[src/rtl/if_id_stage.sv]
// if_id_stage: instruction fetch with PC register, IF/ID pipeline register and saturating stall counter.
module if_id_stage #(
    parameter int                      PC_WIDTH        = 32,
    parameter int                      INSTR_WIDTH     = 32,
    parameter logic [PC_WIDTH-1:0]     RESET_PC        = '0,
    parameter logic [INSTR_WIDTH-1:0]  NOP_WORD        = '0,
    parameter int                      STALL_CNT_WIDTH = 16
) (
    input  logic                       clk,
    input  logic                       R,
    input  logic                       in_LE,
    input  logic                       in_branch_taken,
    input  logic [PC_WIDTH-1:0]        in_branch_target,
    input  logic [INSTR_WIDTH-1:0]     in_instr,
    output logic [PC_WIDTH-1:0]        out_imem_addr,
    output logic [INSTR_WIDTH-1:0]     ID_instr,
    output logic [PC_WIDTH-1:0]        ID_next_pc,
    output logic                       ID_valid,
    output logic [STALL_CNT_WIDTH-1:0] stall_count
);
    logic [PC_WIDTH-1:0] pc;
    logic [PC_WIDTH-1:0] pc_plus4;

    assign pc_plus4      = pc + PC_WIDTH'(4);
    assign out_imem_addr = pc;

    // A taken branch outranks a stall and squashes the instruction fetched this cycle.
    always_ff @(posedge clk or negedge R) begin
        if (!R) begin
            pc          <= RESET_PC;
            ID_instr    <= NOP_WORD;
            ID_next_pc  <= '0;
            ID_valid    <= 1'b0;
            stall_count <= '0;
        end else if (in_branch_taken) begin
            pc         <= in_branch_target;
            ID_instr   <= NOP_WORD;
            ID_next_pc <= pc_plus4;
            ID_valid   <= 1'b0;
        end else if (!in_LE) begin
            stall_count <= (&stall_count) ? stall_count : stall_count + 1'b1;
        end else begin
            pc         <= pc_plus4;
            ID_instr   <= in_instr;
            ID_next_pc <= pc_plus4;
            ID_valid   <= 1'b1;
        end
    end
endmodule

[config.mk]
export PLATFORM = sky130hd
export DESIGN_NAME = if_id_stage
export DESIGN_NICKNAME = d
export VERILOG_FILES = /design/src/rtl/if_id_stage.sv
export SDC_FILE = /design/constraint.sdc
export NUM_CORES = 1
export LEC_CHECK = 0
export ABC_AREA = 1
export BUFFER_PORTS_ARGS = -buffer_cell sky130_fd_sc_hd__buf_2
export CAP_MARGIN = 10
export CORE_MARGIN = 1
export CORE_UTILIZATION = 25
export DETAILED_ROUTE_END_ITERATION = 7
export RECOVER_POWER = 50
export REMOVE_ABC_BUFFERS = 1
export SYNTH_ARGS = -nofsm -noshare
export SYNTH_HDL_FRONTEND = slang
export SYNTH_SLANG_ARGS = --single-unit
[constraint.sdc]
create_clock -name clk -period 1.5 [get_ports clk]
set_clock_uncertainty 0.1 [all_clocks]
set_input_delay 0.3 -clock clk [delete_from_list [all_inputs] [get_ports clk]]
set_output_delay 0.3 -clock clk [all_outputs]
set_load 0.02 [all_outputs]
After elaboration in Yosys (flattened, before gate mapping). Index checks and enable logic that the tools add are counted.

Latch bits: 0. Memories: 0. RAM bits: 0. Flip-flop bits (word level): 113. Memory bits (read-only): 0.

Eq/ne operators: 0. Shifts and indexed selects: 0. Order comparisons: 0. Bitwise gates (word level): 3. Div/mod/pow operators: 0. Multiply operators: 0. Add/sub/neg operators: 2. Muxes and demuxes: 7. Reductions and logical operators: 3.

Operators by type and width (number): 32-bit 2-to-1 mux (5); 32-bit by 3-bit adder with 32-bit output (second input constant) (1); 16-bit by 1-bit adder with 16-bit output (second input constant) (1); 16-bit AND reduction (1); 1-bit NOT (3); 3-bit AND reduction (1); 1-bit 2-to-1 mux (2); 2-bit nonzero test (1).

Logic depth before layout (Yosys ltp).
Depth in word-level cells: 3. Depth in mapped cells: 11. Depth with buffers taken out: 10.

Worst setup path before layout. No wires, ideal clock.

Path type: reg-to-reg. Start point: register stall_count[0]. End point: register stall_count[7]. Library setup time: 117 ps. Data arrival time: 1545 ps. Required time: 1283 ps. Slack: -261 ps. Cell stages (with the launch flop): 12. Path buffers: 1. Cells stage by stage: dfrtp_1 ha_1 nand2_1 inv_1 nand2_2 nor2_8 nand3_4 nand2_4 inv_2 buf_6 nand2_1 nand2_1.

Longest elaborated chain between the ends: 3. Elaborated cells between the ends (all ways): 4. Those cells by class: add/sub (1); bitwise (1); reduce/logical (2).

RTL lines: from (decl) (line 19) `output logic [STALL_CNT_WIDTH-1:0] stall_count`; from (signal assigned) (line 41) `stall_count <= (&stall_count) ? stall_count : stall_count + 1'b1;`; parallel branches: the longest is 3 deep, another holds 16-bit by 1-bit adder with 16-bit output.

Several ways; the timed one is not identified. A chain may end at the register's enable or synchronous reset.

Worst setup path after layout.
Start point: register pc[3] (netlist: out_imem_addr[3]). End point: register pc[12] (netlist: out_imem_addr[12]).

Longest elaborated chain between the ends: 3.

RTL lines: from (decl) (line 21) `logic [PC_WIDTH-1:0] pc;`; from (signal assigned) (line 36) `pc <= in_branch_target;`; from (signal assigned) (line 43) `pc <= pc_plus4;`; 32-bit by 3-bit adder with 32-bit output (line 24) `assign pc_plus4 = pc + PC_WIDTH'(4);`; 32-bit 2-to-1 mux (line 40) `end else if (!in_LE) begin`; 32-bit 2-to-1 mux (line 35) `end else if (in_branch_taken) begin`.

No other way between the ends. The select of a mux whose other input is x is not followed.

==> results.toml <==
[run_status]
status = "complete, but fails checks"
violations = "setup timing"

[critical_path]
startpoint_type = "flop"
setup.worst_path.end = "out_imem_addr[12]"
cp.required_ps = 1700
crit_type = "flop to flop"
r2r-end = "out_imem_addr[12]"
path_max_fanout = 5
end_kind = "flop"
worst-r2r-setup-slack_ps = -190
arrival_ps = 1890
rr_startpoint = "out_imem_addr[3]"
reg2reg_depth = 10
cp-startpoint = "out_imem_addr[3]"

[pwr]
powerDensity_nw_per_um2 = 1140
combPwrFrac_pct = 27.8
switching_power_mw = 3.30
leakagePower_nw = 4.95
ir_drop_uv = 610
finalPower_mw = 11.0
p_int_mw = 7.70
pwr-share-clk_pct = 39.4
switching_share_pct = 30.0
p_seq_share_pct = 32.8

[floorplan]
fp.dieH_um = 151
rows = 54
die_x_um = 151
io_pins = 181
die_area_um2 = 22800
core_um2 = 21800
start_util_pct = 25.5

[synth]
synth_area_um2 = 5540
synth_warnings = 0
synth_cell_types = 31
syn_avg_cell_area_um2 = 8.12
synth-xor-area-share_pct = 2.53
synth.top_cell.area_share_pct = 51.0
synth_compound_area_share_pct = 11.6
synthMuxAreaShare_pct = 0
synth_area_leaders = "dfrtp_1 51%, nand2_1 17%, a22o_1 5.1%"
yosys.area.top_type = "dfrtp_1"
synthAdderAreaFrac_pct = 0.451
syn_inst = 683
seq_area_frac_synth_pct = 51.0
synth_top_family_by_area = "simple AND/OR/NAND/NOR gates"
ys_ff_latch = 113
synth_simple_gate_area_share_pct = 28.1

[route]
first_pass_iters = 5
num_vias = 5934
avgRoutedWirePerCell_um = 14.4
ant_nets = 0
drt_wl_total_mm = 19.2
vias_per_cell = 4.45
dr.first_iter.drc_count = 220
drc = 0

[sta]
max_slew_margin_pct = 53.1
period_needed_ps = 1690
max_slew.worst_pin.slew_ps = 704
fmax_mhz = 591
hold_violations = 0
setup_violations = 57
rsz0062_at_grt = "yes"
fin_crit_sh_pct = 113
finalSetupTns_ps = -3520
finalMaxSlewViolations = 0
finalWorstSetupSlack_ps = -191

[clocking]
cts_tree = "built"
root_buffer = "clkbuf_16"
clock_latency_ps = 420
clock_path_buffers = 2
numCtsBuffers = 17
htreeDepth = 4
clock_sinks = 113
clkSlewWorstSetupHoldPaths_ps = 60

[final_layout]
fin_cells = 1332
drive_gt1_share_pct = 44.0
mostFrequentLayoutCells = "207 x nand2_1, 136 x buf_2, 108 x dfrtp_1, 104 x buf_4, 81 x buf_6"
syn2layout_area_growth_pct = 73.4
fillCellCount = 2149
fin_nets = 1109
final_common_cell = "nand2_1"
antenna_cells = 0

[job]
maxCapViolations = 0

[grt]
grt_max_degree = 40
grt_pass1_wl_mm = 29.5
antenna_found_initial = 0
grt_pass1_vias = 5871
grt_usage_pct = 16.9
overflow = 0

[placement]
hpwl_mm = 12.8
gp_congestion = 0.832
dpl.cell_count = 1209
portBuffers = 180

[hold_path]
hold_depth = 2
hp-class = "primary input to flop"
[sequential cells by signal, summed over array words and instances (netlist names)]
name / cells
ID_next_pc: 32
ID_instr: 32
stall_count: 16
out_imem_addr: 32
ID_valid: 1
[layer usage]
layer  part of all wire (%)  GRT usage, %
met3                    5.1          4.34
met4                    1.3          5.45
met2                     50          28.1
met5                      0             0
met1                     44          21.4
[worst min-delay path by stage]
| stage | start | end | slack [ps] |
|---|---|---|---|
| finish | in_instr[13] | ID_instr[13] | 20 |
| global route | in_instr[7] | ID_instr[7] | 10 |
| CTS | in_instr[13] | ID_instr[13] | 4 |
| detailed placement | R | ID_next_pc[14] | 70 |
| global placement | R | ID_next_pc[14] | 60 |
| floorplan | R | ID_instr[0] | -100 |
[layout make-up]
class	count	area [um^2]	area share (%)
Sequential cell	113	2830	29.5
Timing Repair Buffer	363	2830	29.4
Multi-Input combinational cell	487	2760	28.7
Clock buffer	21	460	4.79
Tap cell	280	350	3.64
Inverter	57	221	2.30
Clock inverter	11	160	1.67
[what timing repair did]
item                                    4_1_cts  5_1_grt
setup buffers                                29       39
pin swaps                                    18       34
hold buffers                                 32        0
cloned                                        0        0
endpoints found under the hold margin       144        0
gates resized for setup                     130      119
endpoints found under the setup margin      105      103
[Yosys cell counts (all sizes together)]
master    n
xor2      6
dfrtp   113
a22oi    14
o22ai     5
o21ai    21
buf      17
nor3      1
inv      57
a22o     32
nand3b    6
clkbuf    9
a21oi    14
ha        2
a31oi     5
xnor2    10
nand2   254
nand4     5
nand3    33
o21bai    3
nor2     73
and2      3
[through the flow]
step                      utilization (%)  cell area [um^2]  hold slack, ps  setup WS (ps)
after floorplan                         -              5410           -95.6          -3310
after global placement               34.2              7450            64.9           -166
after detailed placement             34.2              7450            66.1           -207
after CTS                            41.3              8990            4.47           -139
after global routing                 44.2              9620            11.0           -290
final                                44.2              9620            18.3           -191
[critical path: stages (launching register included)]
cell and delay, ps:
dfrtp_1 380, ha_2 200, nand2_2 70, nor2_4 140, nand2_4 100, buf_4 160
buf_6 110, o21ai_4 130, nand3_2 80, nand2_2 70, inv_1 40
[cells by family after synthesis]
group | count (synthesis)
AND/OR/NAND/NOR | 375
buffers and inverters | 83
adder cells (fa/ha/maj) | 2
flip-flops | 113
AO/OA/AOI/OAI | 94
XOR/XNOR | 16
[power by group through the flow]
stage | sequential [mW] | combinational [mW] | clock (mW)
3_3_place_gp | 3.64 | 2.22 | 0
2_1_floorplan | 4.08 | 0.640 | 0
3_5_place_dp | 3.64 | 2.23 | 0
5_1_grt | 3.66 | 3.31 | 4.59
4_1_cts | 3.60 | 2.67 | 4.45
6_report | 3.61 | 3.05 | 4.33
Power figures use the tool's default switching activity.
